## config.mk

```make
export PLATFORM = sky130hd
export DESIGN_NAME = hamming_rx_controller
export DESIGN_NICKNAME = d
export VERILOG_FILES = /design/src/rtl/hamming_rx_controller.sv
export SDC_FILE = /design/constraint.sdc
export NUM_CORES = 1
export LEC_CHECK = 0
export CELL_PAD_IN_SITES_DETAIL_PLACEMENT = 1
export CELL_PAD_IN_SITES_GLOBAL_PLACEMENT = 2
export CORE_AREA = 2 2 125 79
export DETAILED_ROUTE_END_ITERATION = 8
export DIE_AREA = 0 0 127 81
export PLACE_DENSITY_LB_ADDON = 0.3
export SYNTH_ARGS = -nofsm -noshare
export SYNTH_HDL_FRONTEND = slang
export SYNTH_SLANG_ARGS = --single-unit
```

## constraint.sdc

```tcl
create_clock -name clk -period 3.3 [get_ports clk]
set_input_delay 0.66 -clock clk [delete_from_list [all_inputs] [get_ports clk]]
set_output_delay 0.66 -clock clk [all_outputs]
set_load 0.005 [all_outputs]
```

## src/rtl/hamming_rx_controller.sv

```systemverilog
// ---------------------------------------------------------------------------
// hamming_rx_controller
//
// Receive-side controller for a Hamming(11,7) link. Serial bits are
// assembled into 11-bit codewords (first bit = position 1). Each codeword is
// decoded in a registered syndrome/correction stage. The result is pushed
// into a 2-entry output FIFO with a valid/ready handshake. Saturating
// counters track corrected and uncorrectable words.
//
// Ports
//   clk, rst       : clock (rising edge) and asynchronous active-high reset
//   bit_in         : serial code bit, sampled when bit_valid=1
//   bit_valid      : qualifies bit_in
//   frame_sync     : drop the partial codeword and restart the bit count
//   out_data       : corrected 7-bit data word at the FIFO head
//   out_syndrome   : syndrome of the head word
//   out_corrected  : head word had a single-bit error that was fixed
//   out_uncorr     : head word syndrome was 12..15 (data not corrected)
//   out_valid      : FIFO non-empty
//   out_ready      : consumer takes the head word on this edge
//   overflow       : sticky, a decoded word was dropped on a full FIFO
//   corr_count     : saturating count of corrected words
//   uncorr_count   : saturating count of uncorrectable words
// ---------------------------------------------------------------------------
module hamming_rx_controller #(
    parameter int CNT_W = 8
) (
    input  logic             clk,
    input  logic             rst,
    input  logic             bit_in,
    input  logic             bit_valid,
    input  logic             frame_sync,
    output logic [6:0]       out_data,
    output logic [3:0]       out_syndrome,
    output logic             out_corrected,
    output logic             out_uncorr,
    output logic             out_valid,
    input  logic             out_ready,
    output logic             overflow,
    output logic [CNT_W-1:0] corr_count,
    output logic [CNT_W-1:0] uncorr_count
);

    typedef struct packed {
        logic [6:0] data;
        logic [3:0] syndrome;
        logic       corrected;
        logic       uncorr;
    } entry_t;

    // ---------------- bit assembly ----------------
    logic [3:0]  cnt_q, cnt_d;
    logic [10:0] shift_q, shift_d;
    logic [10:0] cw_q, cw_d;
    logic        cw_valid_q, cw_valid_d;

    // NOTE: combinational blocks assign every output a default first, so no
    // path leaves a variable unassigned and no latch is inferred.
    always_comb begin
        cnt_d      = cnt_q;
        shift_d    = shift_q;
        cw_d       = cw_q;
        cw_valid_d = 1'b0;
        if (frame_sync) begin
            // Realign wins over a bit on the same edge; that bit is discarded.
            cnt_d   = '0;
            shift_d = '0;
        end else if (bit_valid) begin
            // Shift right: after 11 bits the first bit sits at bit 0 (position 1).
            shift_d = {bit_in, shift_q[10:1]};
            if (cnt_q == 4'd10) begin
                cnt_d      = '0;
                cw_d       = shift_d;
                cw_valid_d = 1'b1;
            end else begin
                cnt_d = cnt_q + 4'd1;
            end
        end
    end

    // NOTE: sequential state uses non-blocking assignments only, so every
    // register samples the pre-edge values of the others.
    always_ff @(posedge clk or posedge rst) begin
        if (rst) begin
            cnt_q      <= '0;
            shift_q    <= '0;
            cw_q       <= '0;
            cw_valid_q <= 1'b0;
        end else begin
            cnt_q      <= cnt_d;
            shift_q    <= shift_d;
            cw_q       <= cw_d;
            cw_valid_q <= cw_valid_d;
        end
    end

    // ---------------- syndrome / correction ----------------
    // Position k lives in cw_q[k-1].
    logic [3:0]  syn;
    logic [10:0] cw_fix;
    entry_t      dec_d, dec_q;
    logic        dec_valid_q;

    always_comb begin
        syn[0] = cw_q[0] ^ cw_q[2] ^ cw_q[4] ^ cw_q[6] ^ cw_q[8] ^ cw_q[10];
        syn[1] = cw_q[1] ^ cw_q[2] ^ cw_q[5] ^ cw_q[6] ^ cw_q[9] ^ cw_q[10];
        syn[2] = cw_q[3] ^ cw_q[4] ^ cw_q[5] ^ cw_q[6];
        syn[3] = cw_q[7] ^ cw_q[8] ^ cw_q[9] ^ cw_q[10];

        cw_fix          = cw_q;
        dec_d.corrected = 1'b0;
        dec_d.uncorr    = 1'b0;
        if (syn >= 4'd12) begin
            dec_d.uncorr = 1'b1;
        end else if (syn != 4'd0) begin
            cw_fix          = cw_q ^ (11'(1) << (syn - 4'd1));
            dec_d.corrected = 1'b1;
        end
        dec_d.syndrome = syn;
        dec_d.data     = {cw_fix[10], cw_fix[9], cw_fix[8], cw_fix[6],
                          cw_fix[5], cw_fix[4], cw_fix[2]};
    end

    always_ff @(posedge clk or posedge rst) begin
        if (rst) begin
            dec_q       <= '0;
            dec_valid_q <= 1'b0;
        end else begin
            dec_q       <= dec_d;
            dec_valid_q <= cw_valid_q;
        end
    end

    // ---------------- output FIFO ----------------
    entry_t     mem_q [2];
    logic       rd_ptr_q, wr_ptr_q;
    logic [1:0] count_q;
    logic       push, pop;
    entry_t     head;

    assign pop  = out_valid && out_ready;
    // When full, a same-edge pop frees the slot being overwritten.
    assign push = dec_valid_q && ((count_q != 2'd2) || pop);

    // NOTE: the storage array has no reset; the outputs are gated by
    // out_valid, so stale contents are never visible.
    always_ff @(posedge clk) begin
        if (push) begin
            mem_q[wr_ptr_q] <= dec_q;
        end
    end

    always_ff @(posedge clk or posedge rst) begin
        if (rst) begin
            rd_ptr_q     <= 1'b0;
            wr_ptr_q     <= 1'b0;
            count_q      <= '0;
            overflow     <= 1'b0;
            corr_count   <= '0;
            uncorr_count <= '0;
        end else begin
            if (push) begin
                wr_ptr_q <= ~wr_ptr_q;
            end
            if (pop) begin
                rd_ptr_q <= ~rd_ptr_q;
            end
            if (push && !pop) begin
                count_q <= count_q + 2'd1;
            end else if (pop && !push) begin
                count_q <= count_q - 2'd1;
            end
            if (dec_valid_q && !push) begin
                overflow <= 1'b1;
            end
            if (push && dec_q.corrected && (corr_count != '1)) begin
                corr_count <= corr_count + 1'b1;
            end
            if (push && dec_q.uncorr && (uncorr_count != '1)) begin
                uncorr_count <= uncorr_count + 1'b1;
            end
        end
    end

    assign head          = mem_q[rd_ptr_q];
    assign out_valid     = (count_q != 2'd0);
    assign out_data      = out_valid ? head.data      : '0;
    assign out_syndrome  = out_valid ? head.syndrome  : '0;
    assign out_corrected = out_valid ? head.corrected : 1'b0;
    assign out_uncorr    = out_valid ? head.uncorr    : 1'b0;

endmodule

```

==> summary.md <==
| Metric | Value |
|---|---|
| Worst skew pair latency | `0.34 ns` |
| Vias in the first global route | `2,214` |
| Final critical-path required period | `2.68 ns` |
| IR drop worst, VDD | `0.000360 V` |
| Synth area leader | `dfrtp_1` |
| Top Ports | `37` |
| CTS tree | `yes` |
| Number of flops mapped to enable cells by yosys | `26` |
| Psw | `0.636 mW` |
| Crit path required time | `2.64 ns` |
| RR Startpoint | `count_q[1]$_DFFE_PP0P_` |
| Final TNS setup | `0 ns` |
| Crit Path Class | `reg2out` |
| Worst Setup EP | `out_syndrome[3]` |
| Deepest clock path buffer count | `2` |
| Final RePlAce weighted congestion | `0.754` |
| Post-route DRC | `0` |
| Warnings, synthesis | `0` |
| Post-Syn Area | `3740 um^2` |
| Final hold vios | `0` |
| Die width | `127 um` |
| Synth Flop Type | `dfrtp_1` |
| Clock sink count | `87` |
| Clock power share | `40.8%` |
| Initial Util | `40.2%` |
| Outcome | `finished, final reports clean` |
| Dpl ws | `0.504 ns` |
| Post-CTS setup buffers | `0` |
| Max_slew headroom | `26.7%` |
| Die area | `10,300 um^2` |
| Antenna-violating nets left | `0` |
| Worst Tran Pin Value | `1.10 ns` |
| DR WL/cell | `15.5 um` |
| Clk_skew | `0.00663 ns` |
| Final Max Tran Viols | `0` |
| Largest net degree at the start of global routing | `36` |
| Crit path DAT | `2.02 ns` |
| Clock Tree Root | `clkbuf_16` |
| First-pass GRT wire length | `11,800 um` |
| Critical Path End Type | `output port` |
| Critical R2R Capture | `mem_q[0][1]$_DFFE_PP_` |
| Cts bufs inserted | `9` |
| Total Power | `2.62 mW` |
| Sequential fraction of design power | `45.8%` |
| Max cap viols | `0` |
| Syn-to-layout area delta | `22.5%` |
| DRT Pass-1 Iters | `4` |
| # diodes | `0` |
| Cell count after synthesis | `281` |
| CTS resizes | `0` |
| Core Area | `9320 um^2` |
| GRT Util Overall | `15.2%` |
| P per Cell Area | `572 nW/um^2` |
| Clk slew on worst S/H paths | `0.06 ns` |
| Seq cells post-synth | `87` |
| Fill cells | `953` |
| DR vias | `2,215` |
| Detailed Route Iter0 Violations | `121` |
| Share of Yosys cell area claimed by the top area cell type | `40.8%` |
| Highest Clock Rate | `0.373 GHz` |
| RSZ-0062 raised after global routing | `false` |
| Hold Buf Count CTS | `0` |
| Final setup margin | `0.622 ns` |
| Post-synth net total | `292` |
| Largest cells by area after synthesis | `dfrtp_1, edfxtp_1, mux2i_1, mux2_2, xor2_1` |
| Sw Share | `24.2%` |
| Die H | `81 um` |
| Reg2reg setup slack | `1.22 ns` |
| Worst r2r path cells | `3` |
| Final core occ | `49.2%` |
| Final setup viols | `0` |
| Post-synthesis cell type count | `39` |
| Layout cell share with drive strength beyond 1 | `14.0%` |
| Comb pwr share | `13.4%` |
| PortBufs | `36` |
| Gr ovfl total | `0` |
| Pleak | `2.10 nW` |
| Crit path max fanout | `14` |
| Vias per cell | `4.93` |
| Antenna violations before repair | `0` |
| Crit path from | `rd_ptr_q$_DFFE_PP0P_` |
| H-tree depth | `3` |
| Startpoint Class | `register` |
| Row count | `28` |
| HP Class | `reg2reg` |
| Power Internal | `1.99 mW` |
| Fin crit share | `81.1%` |
| NumNets Final | `335` |
| Post-synthesis sequential area ratio | `61.6%` |
| Synth async-reset ratio | `70.1%` |
| DP HPWL | `4890 um` |
| Total wire length | `6970 um` |
| Synthesized area per cell | `13.3 um^2` |
through the flow:
| stage | cell area [um^2] | hold WS (ns) | std cells |
|---|---|---|---|
| floorplan | 3740 | 0.331 | 281 |
| global placement | 4270 | 0.336 | 433 |
| detailed placement | 4270 | 0.336 | 433 |
| CTS | 4590 | 0.345 | 449 |
| global route | 4590 | 0.350 | 449 |
| finish | 4590 | 0.341 | 449 |
power groups by stage:
stage	Sequential [mW]	Clock, mW	Combinational, mW
floorplan	1.17	0	0.228
global placement	1.22	0	0.351
detailed placement	1.22	0	0.358
CTS	1.20	1.10	0.360
global route	1.21	1.14	0.390
finish	1.20	1.07	0.353
cells in the final DEF, fill, tap and decap left out, types with 2 or more instances in the layout:
cell type / Yosys / routed
a211oi_1: 3 / 3
a21oi_1: 4 / 4
and3_1: 6 / 6
buf_4: 0 / 3
clkbuf_16: 0 / 10
clkdlybuf4s50_1: 0 / 36
dfrtp_1: 61 / 61
edfxtp_1: 26 / 26
ha_1: 5 / 5
inv_1: 8 / 7
inv_2: 1 / 2
inv_6: 0 / 2
mux2_2: 17 / 17
mux2i_1: 23 / 23
nand2_1: 12 / 12
nand2b_1: 2 / 2
nand3_1: 9 / 9
nand3b_1: 2 / 2
nand4_1: 5 / 5
nor2_1: 34 / 34
nor3_1: 4 / 4
nor3b_1: 2 / 2
nor4_1: 5 / 5
o21ai_0: 2 / 2
xnor2_1: 9 / 9
xnor2_4: 2 / 2
xnor3_1: 3 / 3
xor2_1: 15 / 15
synthesized netlist by cell type, drive strengths merged (2+ instances only):
| library cell | count |
|---|---|
| edfxtp | 26 |
| xnor2 | 11 |
| xnor3 | 4 |
| mux2 | 17 |
| nor3b | 2 |
| nand2 | 12 |
| ha | 5 |
| nor3 | 4 |
| nand3 | 9 |
| nor4 | 6 |
| nand2b | 2 |
| mux2i | 23 |
| a211oi | 3 |
| clkbuf | 7 |
| nor2 | 34 |
| nand4 | 5 |
| dfrtp | 61 |
| inv | 9 |
| and3 | 6 |
| o21ai | 2 |
| nand3b | 2 |
| a21oi | 4 |
| xor2 | 15 |
cell type report:
type,instances,area [um^2],share of cell area [%]
multi-input cells,177,1370,29.9
repair buffers,40,403,8.78
clock inverters,6,71.3,1.55
clock buffers,10,250,5.46
inverters,9,33.8,0.736
flip-flops and latches,87,2310,50.3
well taps,120,150,3.27
critical path, cell delays in order (launching register included):
cell and delay (ns):
dfrtp_1 0.82, mux2i_1 0.20, nor2_1 0.14, clkdlybuf4s50_1 0.51
how the worst min path moves through the flow:
| stage | depth (start not counted) | end | startpoint | slack (ns) |
|---|---|---|---|---|
| floorplan | 0 | dec_valid_q$_DFF_PP0_ | cw_valid_q$_DFF_PP0_ | 0.33 |
| global placement | 0 | dec_valid_q$_DFF_PP0_ | cw_valid_q$_DFF_PP0_ | 0.34 |
| detailed placement | 0 | dec_valid_q$_DFF_PP0_ | cw_valid_q$_DFF_PP0_ | 0.34 |
| CTS | 0 | dec_valid_q$_DFF_PP0_ | cw_valid_q$_DFF_PP0_ | 0.34 |
| global route | 0 | dec_valid_q$_DFF_PP0_ | cw_valid_q$_DFF_PP0_ | 0.35 |
| finish | 0 | dec_valid_q$_DFF_PP0_ | cw_valid_q$_DFF_PP0_ | 0.34 |
flip-flops by register name, summed over array words and instances (netlist names):
| register | count |
|---|---|
| count_q | 2 |
| cnt_q | 4 |
| cw_q | 11 |
| cw_valid_q | 1 |
| overflow | 1 |
| shift_q | 10 |
| dec_valid_q | 1 |
| uncorr_count | 8 |
| mem_q | 26 |
| corr_count | 8 |
| dec_q | 13 |
| wr_ptr_q | 1 |
| rd_ptr_q | 1 |
per-layer routing:
| metal | up-vias | part of all wire, % | global-route usage (%) |
|---|---|---|---|
| met3 | 7 | 4.2 | 5.73 |
| li1 | 1078 | - | - |
| met1 | 1091 | 53 | 22.1 |
| met4 | 0 | 1.3 | 4.62 |
| met2 | 39 | 41 | 21.0 |
| met5 | - | 0 | 0 |
cell families (layout without fill, tap and decap cells):
logic type | after synthesis | in the layout | synth area share [%]
adder cells (fa/ha/maj) | 5 | 5 | 1.67
AO/OA/AOI/OAI | 15 | 15 | 2.64
flip-flops | 87 | 87 | 61.6
AND/OR/NAND/NOR | 87 | 87 | 11.5
buffers and inverters | 17 | 65 | 1.74
XOR/XNOR | 30 | 30 | 9.53
multiplexers | 40 | 40 | 11.3
Power figures use the tool's default switching activity.
